<file path="src/rtl/boot_loader_ctrl.sv">
// Boot sequencer: accepts a header plus data and instruction words over a
// valid/ready stream, writes them into the data and instruction BRAMs, then
// releases the rv32i core by dropping the PC stall and enabling read ports.
module boot_loader_ctrl #(
  parameter int          DEPTH_WORDS = 256,
  parameter int          ADDR_WIDTH  = 10,
  parameter logic [7:0]  MAGIC       = 8'hA5
) (
  input  logic                  clk,
  input  logic                  rst,
  input  logic                  s_valid,
  input  logic [31:0]           s_data,
  output logic                  s_ready,
  input  logic                  restart,
  output logic [ADDR_WIDTH-1:0] i_w_addr,
  output logic [31:0]           i_w_dat,
  output logic                  i_w_enb,
  output logic [ADDR_WIDTH-1:0] d_w_addr,
  output logic [31:0]           d_w_dat,
  output logic                  d_w_enb,
  output logic                  d_bram_init_done,
  output logic                  pc_stall,
  output logic                  i_r_enb,
  output logic                  rd_enbl,
  output logic                  busy,
  output logic                  error
);

  localparam int          IDX_W   = $clog2(DEPTH_WORDS) + 1;
  localparam logic [31:0] DEPTH_L = 32'(DEPTH_WORDS);

  typedef enum logic [2:0] {
    HDR,
    LOAD_DATA,
    LOAD_INSTR,
    FLUSH,
    RUN,
    ERROR
  } state_t;

  state_t            state;
  logic [IDX_W-1:0]  idx;
  logic [IDX_W-1:0]  idx_nxt;
  logic [IDX_W-1:0]  n_instr_q;
  logic [IDX_W-1:0]  n_data_q;

  logic              xfer;
  logic [7:0]        hdr_magic;
  logic [11:0]       hdr_ni;
  logic [11:0]       hdr_nd;
  logic              hdr_ok;
  logic [31:0]       idx_x4;
  logic [ADDR_WIDTH-1:0] idx_addr;

  // Stream handshake, header decode and word-index arithmetic.
  always_comb begin
    s_ready   = (state == HDR) || (state == LOAD_DATA) || (state == LOAD_INSTR);
    xfer      = s_valid && s_ready;
    hdr_magic = s_data[31:24];
    hdr_ni    = s_data[23:12];
    hdr_nd    = s_data[11:0];
    hdr_ok    = (hdr_magic == MAGIC) &&
                (hdr_ni != 12'd0) &&
                (32'(hdr_ni) <= DEPTH_L) &&
                (32'(hdr_nd) <= DEPTH_L);
    idx_nxt   = idx + IDX_W'(1);
    idx_x4    = 32'(idx) << 2;
    idx_addr  = idx_x4[ADDR_WIDTH-1:0];
  end

  // Loader FSM; every output except s_ready is registered alongside the state.
  always_ff @(posedge clk) begin
    if (rst) begin
      state            <= HDR;
      idx              <= '0;
      n_instr_q        <= '0;
      n_data_q         <= '0;
      i_w_addr         <= '0;
      i_w_dat          <= '0;
      i_w_enb          <= 1'b0;
      d_w_addr         <= '0;
      d_w_dat          <= '0;
      d_w_enb          <= 1'b0;
      d_bram_init_done <= 1'b0;
      pc_stall         <= 1'b1;
      i_r_enb          <= 1'b0;
      rd_enbl          <= 1'b0;
      busy             <= 1'b1;
      error            <= 1'b0;
    end else begin
      // Write enables are single-cycle pulses; they only rise on a transfer.
      d_w_enb <= 1'b0;
      i_w_enb <= 1'b0;

      case (state)
        HDR: begin
          if (xfer) begin
            idx       <= '0;
            n_instr_q <= IDX_W'(hdr_ni);
            n_data_q  <= IDX_W'(hdr_nd);
            if (!hdr_ok) begin
              state <= ERROR;
              error <= 1'b1;
              busy  <= 1'b0;
            end else if (hdr_nd == 12'd0) begin
              state <= LOAD_INSTR;
            end else begin
              state <= LOAD_DATA;
            end
          end
        end

        LOAD_DATA: begin
          if (xfer) begin
            d_w_addr <= idx_addr;
            d_w_dat  <= s_data;
            d_w_enb  <= 1'b1;
            if (idx_nxt == n_data_q) begin
              idx   <= '0;
              state <= LOAD_INSTR;
            end else begin
              idx <= idx_nxt;
            end
          end
        end

        LOAD_INSTR: begin
          if (xfer) begin
            i_w_addr <= idx_addr;
            i_w_dat  <= s_data;
            i_w_enb  <= 1'b1;
            if (idx_nxt == n_instr_q) begin
              idx   <= '0;
              state <= FLUSH;
            end else begin
              idx <= idx_nxt;
            end
          end
        end

        FLUSH: begin
          state            <= RUN;
          pc_stall         <= 1'b0;
          i_r_enb          <= 1'b1;
          rd_enbl          <= 1'b1;
          d_bram_init_done <= 1'b1;
          busy             <= 1'b0;
        end

        RUN: begin
          if (restart) begin
            state            <= HDR;
            idx              <= '0;
            n_instr_q        <= '0;
            n_data_q         <= '0;
            pc_stall         <= 1'b1;
            i_r_enb          <= 1'b0;
            rd_enbl          <= 1'b0;
            d_bram_init_done <= 1'b0;
            busy             <= 1'b1;
          end
        end

        ERROR: begin
          if (restart) begin
            state     <= HDR;
            idx       <= '0;
            n_instr_q <= '0;
            n_data_q  <= '0;
            error     <= 1'b0;
            busy      <= 1'b1;
          end
        end

        default: begin
          state <= HDR;
        end
      endcase
    end
  end

endmodule

</file>
<file path="config.mk">
export PLATFORM = sky130hd
export DESIGN_NAME = boot_loader_ctrl
export DESIGN_NICKNAME = d
export VERILOG_FILES = /design/src/rtl/boot_loader_ctrl.sv
export SDC_FILE = /design/constraint.sdc
export NUM_CORES = 1
export LEC_CHECK = 0
export CORE_UTILIZATION = 35
export CTS_CLUSTER_DIAMETER = 120
export DETAILED_ROUTE_END_ITERATION = 10
export GPL_ROUTABILITY_DRIVEN = 0
export GPL_TIMING_DRIVEN = 0
export HOLD_SLACK_MARGIN = 0.05
export PLACE_DENSITY_LB_ADDON = 0.12
export SLEW_MARGIN = 10
export SYNTH_ARGS = -nofsm -noshare
export SYNTH_HDL_FRONTEND = slang
export SYNTH_SLANG_ARGS = --single-unit
</file>
<file path="constraint.sdc">
create_clock -name clk -period 2.6 [get_ports clk]
set_clock_uncertainty 0.05 [all_clocks]
set_input_delay 0.52 -clock clk [delete_from_list [all_inputs] [get_ports clk]]
set_output_delay 0.52 -clock clk [all_outputs]
set_load 0.01 [all_outputs]
</file>
* Yosys cells after proc, flatten, opt, wreduce, memory -nomap -nowiden
Cells that the tools add are included.
Cells by class: add/subtract/negate cells 1, order comparisons 2, equal/unequal tests 17, muxes and demuxes 31, bitwise logic cells 2, reductions and logical operators 25
Operators with widths (number):
- $mux 9 | 8
- $pmux 9 s2 | 2
- $pmux 9 s4 | 1
- $le 12x9->1 const B | 2
- $mux 3 | 7
- $eq 9x9->1 | 2
- $pmux 3 s5 | 1
- $logic_not 12->1 | 1
- $ne 2x2->1 const B | 6
- $reduce_bool 12->1 | 1
- $add 9x1->9 const B | 1
- $eq 8x8->1 const B | 1
- $reduce_and 4->1 | 2
- $mux 1 | 7
- $eq 3x2->1 const B | 2
- $eq 3x3->1 const B | 2
- $ne 2x1->1 const B | 3
- $pmux 1 s2 | 3
- $reduce_and 2->1 | 3
- $reduce_and 6->1 | 1
- $reduce_bool 2->1 | 3
- $reduce_or 2->1 | 3
- $reduce_and 5->1 | 1
- $logic_and 1x1->1 | 4
- other kinds (9) | 11
Storage, ports and cells: flip-flop bits (word level) 116, output and inout bits 93

* Logic depth before layout (Yosys ltp)
Gate-level depths: netlist of run 1.
depth after elaboration 7, gate-level depth with buffers 11, gate-level depth less buffers 9

* Least setup slack after synthesis of run 1
Ideal clock, no wire load.
kind reg-to-reg, start point reg idx[1], end point reg state[0], arrival time 2.066 ns, slack 0.357 ns, cell stages (with the launch flop) 12, buffers on the path 2, period minus slack after synthesis 2.243 ns, path through dfxtp_1 ha_1 buf_2 nand3_1 xnor2_1 nor3b_1 o21ai_1 o31ai_4 nand2_4 buf_6 o21ai_1 o31ai_1
On the way: longest elaborated chain between the ends 4, elaborated cells between the ends (all ways) 6, those cells by class add/sub: 1; eq/ne: 4; reduce/logical: 1
Ends and longest elaborated chain:
- start: declaration | RTL line 42 | logic [IDX_W-1:0] idx;
- start signal: assignment | RTL line 122 | idx <= idx_nxt;
- start signal: assignment | RTL line 136 | idx <= idx_nxt;
- $add 9x1->9 (*) | RTL line 66 | idx_nxt = idx + IDX_W'(1);
- $eq 9x9->1 (on tied branches) | RTL line 132, 118
- $ne 2x1->1 (no line)
- $reduce_and 6->1 (no line) (*)
- end signal: assignment | RTL line 74 | state <= HDR;
- end signal: assignment | RTL line 134 | state <= FLUSH;
- end signal: assignment | RTL line 142 | state <= RUN;
- end: declaration | RTL line 41 | state_t state;
Every way passes the cells marked *; elsewhere a longest branch is shown, timed or not. A chain may end at the register's enable or synchronous reset.

* Worst setup path after layout of run 1
start point reg state[2], end point out s_ready
On the way: longest elaborated chain between the ends 3, elaborated cells between the ends (all ways) 5, those cells by class eq/ne: 2; reduce/logical: 3
Ends and longest elaborated chain:
- start signal: assignment | RTL line 74
- start signal: assignment | RTL line 102 | state <= ERROR;
- start signal: assignment | RTL line 106 | state <= LOAD_INSTR;
- $eq 3x1->1 / $logic_not 3->1 (equally long branches) | RTL line 57 | s_ready = (state == HDR) || (state == LOAD_DATA) || (state == LOAD_INSTR);
- $logic_or 1x1->1 | RTL line 57
- $logic_or 1x1->1 (*) | RTL line 57
- end: declaration | RTL line 13 | output logic s_ready,
Marks and branches as above.

==> summary.txt, run 1 <==
Timing
  • Hold WS: 0.4036 ns
  • RSZ-0062 raised after global routing: yes
  • Post-layout min period: 2.502 ns
  • Worst-Margin Slew: 0.6374 ns
  • Slew Viols, Final: 0
  • Slew HR: 57.51%
  • Final Hold Viols: 0
  • Fmax: 399.6 MHz
  • Setup violators final: 0
  • Tcrit/Tclk final: 96.24%

Global routing
  • Gr busiest metal: met2
  • Largest net degree at the start of global routing: 17
  • Met3 Resource Use GR: 4.981%
  • First-pass GRT wire length: 23250 µm
  • Initial antenna violation count: 0
  • Total GRT Usage: 21.01%
  • Met1 usage: 28.28%
  • Grt total ovfl: 0
  • GRT met2 Usage: 32.43%
  • Vias in the first global route: 4480

Place
  • Dpl hpwl: 10690 µm
  • Placed cell areas: 6424 µm²
  • I/O Buffers: 123
  • Placed Cells: 935

Logic synthesis
  • YS warnings: 0
  • Number of flops mapped to enable cells by yosys: 0
  • Largest area contributor in the netlist: dfxtp_1
  • Post-synth top area share: 46.86%
  • Ys flop type: dfxtp_1
  • Yosys cell types: 49
  • Cell with the most instances after synthesis: nand2_1
  • Commonest cells in the netlist: 204 x nand2_1, 116 x dfxtp_1, 111 x a21oi_1
  • Post-synthesis sequential area ratio: 46.86%
  • Synthesized area: 4956 µm²
  • Mean Syn Cell Area: 7.879 µm²
  • Cells after Synth: 629
  • Post-synthesis async set-or-reset flop share: 0%
  • Synthesized flop and latch total: 116
  • Ranking of synthesized cells by area: dfxtp_1 47%, nand2_1 15%, a21oi_1 11%, clkbuf_1 2.9%, nand3_1 2.7%

Clock network
  • H-tree levels: 4
  • Root Buffer: clkbuf_16
  • CTS clk-pin slew, worst paths: 0.05 ns
  • CTS tree: done
  • Clk buf depth: 2
  • Clk Latency, worst-skew pair: 0.42 ns
  • Sink Count: 116
  • CTS buffer count: 17

Worst hold path
  • Worst hold path type: flip-flop to flip-flop

Worst setup path
  • Reg2Reg Setup Slack: 0.16 ns
  • Crit path max fanout: 10
  • Crit path arrival time: 1.93 ns
  • CP Class: flip-flop to output port
  • Startpoint Class: flip-flop
  • Worst reg-to-reg path cell count: 11
  • Worst R2R Start: idx[1]$_SDFFE_PP0P_
  • Worst Setup EP: s_ready
  • CP Capture Type: output port
  • Worst setup path start: state[2]$_SDFFE_PP0P_
  • Worst Path Required: 2.03 ns
  • Reg2reg end: state[0]$_SDFFE_PP0P_

Job
  • Max-capacitance violation count: 0

Layout
  • Final nets: 811
  • Share of layout cells above drive strength 1: 7.751%
  • P&R area growth vs syn: 41.78%
  • Fin cells: 967
  • Fin area: 7027 µm²
  • Antenna Cells: 0

Routing
  • DR WL/cell: 15.40 µm
  • Via density: 4.946
  • DRC: 0
  • Initial DRC count: 306
  • DR pass1 iterations: 5
  • Vias: 4783
  • Final WL: 14890 µm
  • Post-route ant nets: 0

Power
  • Leak pwr: 2.408 nW
  • Total Power: 0.005750 W
  • Worst VDD drop: 0.4896 mV
  • Pwr dens: 818.3 nW/µm²

Die
  • Horiz. Die Dim: 121.0 µm
  • Die height: 121.0 µm
  • I/O pin total: 129
  • CORE AREA: 13830 µm²
  • Initial Util: 35.84%
  • Die Area: 14640 µm²
  • Row cnt: 43

Outcome
  • Status: finished clean
## layer usage
metal | share of wire, % | wire (µm)
met5 | 0 | 0
met3 | 4.6 | 684
met1 | 49 | 7236
met4 | 1.2 | 185
met2 | 46 | 6785
## repair_timing
| action | CTS | global route |
|---|---|---|
| pin swaps | 0 | 2 |
| setup buffers | 0 | 0 |
| gates cloned | 0 | 0 |
| endpoints found under the setup margin | 12 | 61 |
| hold buffers | 0 | 0 |
| gates resized for setup | 3 | 7 |
## critical path, cell delays in order (launching register included)
cell,delay (ns)
dfxtp_1,0.32
clkbuf_1,0.22
a21oi_1,0.37
clkdlybuf4s50_1,0.62
## cell families after synthesis
kind of cell,share of synthesized area (%)
AO/OA/AOI/OAI,15.45
other,0.07567
flip-flops,46.86
XOR/XNOR,5.428
AND/OR/NAND/NOR,26.16
adder cells (fa/ha/maj),0.2524
buffers and inverters,5.781
## metrics by stage
stage	utilization, %	setup TNS [ns]	worst slack [ns]
floorplan	-	0	0.3570
global placement	46.46	-5.522	-0.7747
detailed placement	46.46	-5.462	-0.7836
CTS	50.62	0	0.01555
global route	50.82	-0.005304	-0.005304
finish	50.82	0	0.09765
## where the power goes
group	leakage (nW)	internal, W	total [W]	switching (W)
Combinational	1.19	0.000612	0.00147	0.000858
Sequential	0.940	0.00197	0.00209	0.000124
Clock	0.273	0.00138	0.00219	0.000806
## registers in the layout, indices dropped and copies added (netlist names)
register	count
busy	1
d_w_addr	8
d_w_dat	32
d_w_enb	1
error	1
i_w_addr	8
i_w_dat	32
i_w_enb	1
idx	9
n_data_q	9
n_instr_q	9
pc_stall	1
rd_enbl	1
state	3
## layout make-up
class / count / area (µm²)
sequential: 116 / 2326
fill: 1351 / 6800
clock buffer: 23 / 478.0
timing repair buffer: 123 / 1231
clock inverter: 9 / 78.83
tap: 180 / 225.2
inverter: 2 / 7.507
buffer: 57 / 282.8
multi-input combinational: 457 / 2397
## placed cells by master, fill, tap and decap left out, drive strengths merged, types with 2 or more instances in the layout
cell             n
nor2            10
xor2             7
inv              2
a31oi            5
and3             2
nand3b           2
nand2b           6
clkinvlp         2
o21a             3
nand3           28
nor3             9
conb             4
nor2b            6
xor3             4
nor4             7
clkinv           6
nor3b            6
buf             17
nand4            3
o21ai           10
a21oi          111
dfxtp          116
clkbuf          63
o31ai            3
xnor2           12
clkdlybuf4s50  123
nand2          205
## worst min path at each step
stage                                   from                       end  slack, ns  cells past startpoint
floorplan           n_data_q[7]$_SDFFE_PP0P_  n_data_q[7]$_SDFFE_PP0P_       0.38                      2
CTS                 i_w_dat[24]$_SDFFE_PP0P_  i_w_dat[24]$_SDFFE_PP0P_       0.40                      2
detailed placement  i_w_dat[24]$_SDFFE_PP0P_  i_w_dat[24]$_SDFFE_PP0P_       0.40                      2
global placement     d_w_dat[9]$_SDFFE_PP0P_   d_w_dat[9]$_SDFFE_PP0P_       0.39                      2
global route         i_w_dat[7]$_SDFFE_PP0P_   i_w_dat[7]$_SDFFE_PP0P_       0.42                      2
finish              d_w_dat[24]$_SDFFE_PP0P_  d_w_dat[24]$_SDFFE_PP0P_       0.40                      2
(Power assumes the default switching activity.)
==> run 2, diff against run 1 <==
--- a/config.mk
+++ b/config.mk
@@ -12,7 +12,7 @@
 export GPL_TIMING_DRIVEN = 0
 export HOLD_SLACK_MARGIN = 0.05
 export PLACE_DENSITY_LB_ADDON = 0.12
-export SLEW_MARGIN = 10
+export SLEW_MARGIN = 20
 export SYNTH_ARGS = -nofsm -noshare
 export SYNTH_HDL_FRONTEND = slang
 export SYNTH_SLANG_ARGS = --single-unit
==> results of run 2 <==
Same layout as run 1: the final DEF is identical, and so are final timing and power.
==> run 3, diff against run 2 <==
--- a/config.mk
+++ b/config.mk
@@ -12,6 +12,7 @@
 export GPL_TIMING_DRIVEN = 0
 export HOLD_SLACK_MARGIN = 0.05
 export PLACE_DENSITY_LB_ADDON = 0.12
+export RECOVER_POWER = 100
 export SLEW_MARGIN = 20
 export SYNTH_ARGS = -nofsm -noshare
 export SYNTH_HDL_FRONTEND = slang
==> run 3 against run 2 <==
Compared with the run above: count of clock-buffer cells in the layout is the same; sequential power is essentially flat; combinational power shrank 3%; final area is the same; die area is the same; critical path depth is the same; first-iteration DRC count grew 5.6%.
==> summary.txt, run 3 (same netlist as run 1, synthesis figures left out) <==
Layout
  • Largest registers: d_w_dat x32, i_w_dat x32 (unchanged)
  • Commonest non-fill, non-tap cell in the layout: nand2_1 (unchanged)
  • Antenna Cells: 0 (unchanged)
  • Share of layout cells above drive strength 1: 7.751% (unchanged)
  • Most frequent cells in the layout: 204 x nand2_1, 115 x dfxtp_1, 111 x a21oi_1, 88 x dlygate4sd3_1, 42 x clkbuf_1 (was 204 x nand2_1, 123 x clkdlybuf4s50_1, 115 x dfxtp_1, 111 x a21oi_1, 41 x clkbuf_1)
  • Final nets: 811 (unchanged)
  • P&R area growth vs syn: 41.78% (unchanged)

Routing
  • Final WL: 14830 µm (was 14890 µm)
  • DR pass1 iterations: 4 (was 5)
  • Post-route ant nets: 0 (unchanged)
  • Via density: 4.929 (was 4.946)
  • DRC: 0 (unchanged)
  • Initial DRC count: 323 (was 306)
  • Vias: 4766 (was 4783)
  • DR WL/cell: 15.34 µm (was 15.40 µm)

Place
  • I/O Buffers: 123 (unchanged)
  • Dpl hpwl: 10690 µm (unchanged)

Clock network
  • Setup bufs post-CTS: 0 (unchanged)
  • Clk buf depth: 2 (unchanged)
  • CTS clk-pin slew, worst paths: 0.05 ns (about the same)
  • CTS buffer count: 17 (unchanged)
  • Root Buffer: clkbuf_16 (unchanged)
  • CTS tree: done (unchanged)
  • Hold buffers post-CTS: 0 (unchanged)
  • Sink Count: 116 (unchanged)
  • Clk Latency, worst-skew pair: 0.42 ns (about the same)
  • H-tree levels: 4 (unchanged)

Timing
  • Post-layout min period: 2.489 ns (was 2.502 ns)
  • Setup violators final: 0 (unchanged)
  • Slew HR: 57.87% (was 57.51%)
  • Final Hold Viols: 0 (unchanged)
  • Setup_tns: 0 ns (unchanged)
  • Fmax: 401.8 MHz (was 399.6 MHz)
  • Worst-Margin Slew: 0.6320 ns (was 0.6374 ns)
  • Tcrit/Tclk final: 95.72% (was 96.24%)
  • RSZ-0062 raised after global routing: yes (unchanged)
  • Slew Viols, Final: 0 (unchanged)
  • Hold WS: 0.4003 ns (was 0.4036 ns)

Worst hold path
  • Worst hold path type: flip-flop to flip-flop (unchanged)

Worst setup path
  • Worst Path Required: 2.03 ns (about the same)
  • Crit path max fanout: 10 (unchanged)
  • CP Class: flip-flop to output port (unchanged)
  • CP Capture Type: output port (unchanged)
  • Startpoint Class: flip-flop (unchanged)
  • Crit path arrival time: 1.92 ns (was 1.93 ns)

Die
  • Die Area: 14640 µm² (unchanged)
  • I/O pin total: 129 (unchanged)
  • CORE AREA: 13830 µm² (unchanged)
  • Die height: 121.0 µm (unchanged)
  • Initial Util: 35.84% (unchanged)
  • Row cnt: 43 (unchanged)
  • Horiz. Die Dim: 121.0 µm (unchanged)

Outcome
  • Status: finished clean (unchanged)

Power
  • Worst VDD drop: 0.4894 mV (was 0.4896 mV)
  • Leak pwr: 2.700 nW (was 2.408 nW)
  • Pwr dens: 812.3 nW/µm² (was 818.3 nW/µm²)

Global routing
  • Largest net degree at the start of global routing: 17 (unchanged)
  • Grt total ovfl: 0 (unchanged)
  • Initial antenna violation count: 0 (unchanged)
  • Vias in the first global route: 4480 (unchanged)
  • First-pass GRT wire length: 23250 µm (unchanged)
  • Total GRT Usage: 21.01% (unchanged)

Job
  • Max-capacitance violation count: 0 (unchanged)
## run 3: changes by cell type in the layout (fill, tap and decap cells not counted), sizes merged
cell           before  now
dlygate4sd3         0   88
buf                17   16
clkdlybuf4s50     123   35
clkbuf             63   64
## run 3: critical path, cell delays in order, from the launching register on
cell and delay [ns]:
dfxtp_1 0.32, clkbuf_1 0.21, a21oi_1 0.36, clkdlybuf4s50_1 0.62
## run 3: report_power, final
group | total, W | switching [W] | internal (W)
clock | 0.00219 | 0.000811 | 0.00138
combinational | 0.00143 | 0.000856 | 0.000573
sequential | 0.00209 | 0.000118 | 0.00197
total | 0.00571 | 0.00179 | 0.00392
## run 3: worst paths after layout
path	to	startpoint	slack, ns	depth (start not counted)
min reg2reg	i_w_addr[7]$_SDFFE_PP0P_	i_w_addr[7]$_SDFFE_PP0P_	0.40	2
min	i_w_addr[7]$_SDFFE_PP0P_	i_w_addr[7]$_SDFFE_PP0P_	0.40	2
max	s_ready	state[2]$_SDFFE_PP0P_	0.11	3
max reg2reg	state[0]$_SDFFE_PP0P_	idx[1]$_SDFFE_PP0P_	0.17	11
## run 3: cell type report
cell class | count | area [µm²]
well taps | 180 | 225.2
fillers | 1351 | 6800
flip-flops and latches | 116 | 2326
repair buffers | 123 | 1231
clock buffers | 23 | 478.0
inverters | 2 | 7.507
multi-input cells | 457 | 2397
clock inverters | 9 | 78.83
plain buffers | 57 | 282.8
## run 3: per-layer routing
metal / wire (µm) / GRT usage (%) / vias to the layer above
met4: 197 / 8.025 / 0
met5: 0 / 0 / -
met3: 824 / 4.981 / 14
li1: - / - / 2382
met2: 6765 / 32.43 / 131
met1: 7044 / 28.28 / 2239
## run 3: stage by stage
stage	instance area (µm²)	worst slack, ns	total power (W)	instances	utilization, %
final	7027	0.1113	0.005708	967	50.82
after global routing	7027	-0.005304	0.006011	967	50.82
after CTS	6999	0.01555	0.005775	967	50.62
after detailed placement	6424	-0.7836	0.003579	935	46.46
after global placement	6424	-0.7747	0.003557	935	46.46
after floorplan	4967	0.3570	0.003007	632	-
## run 3: timing repair
action / in CTS / in global routing
setup endpoints to repair: 12 / 61
hold endpoints to repair: 0 / 0
resized for setup: 3 / 7
pin swaps: 0 / 2
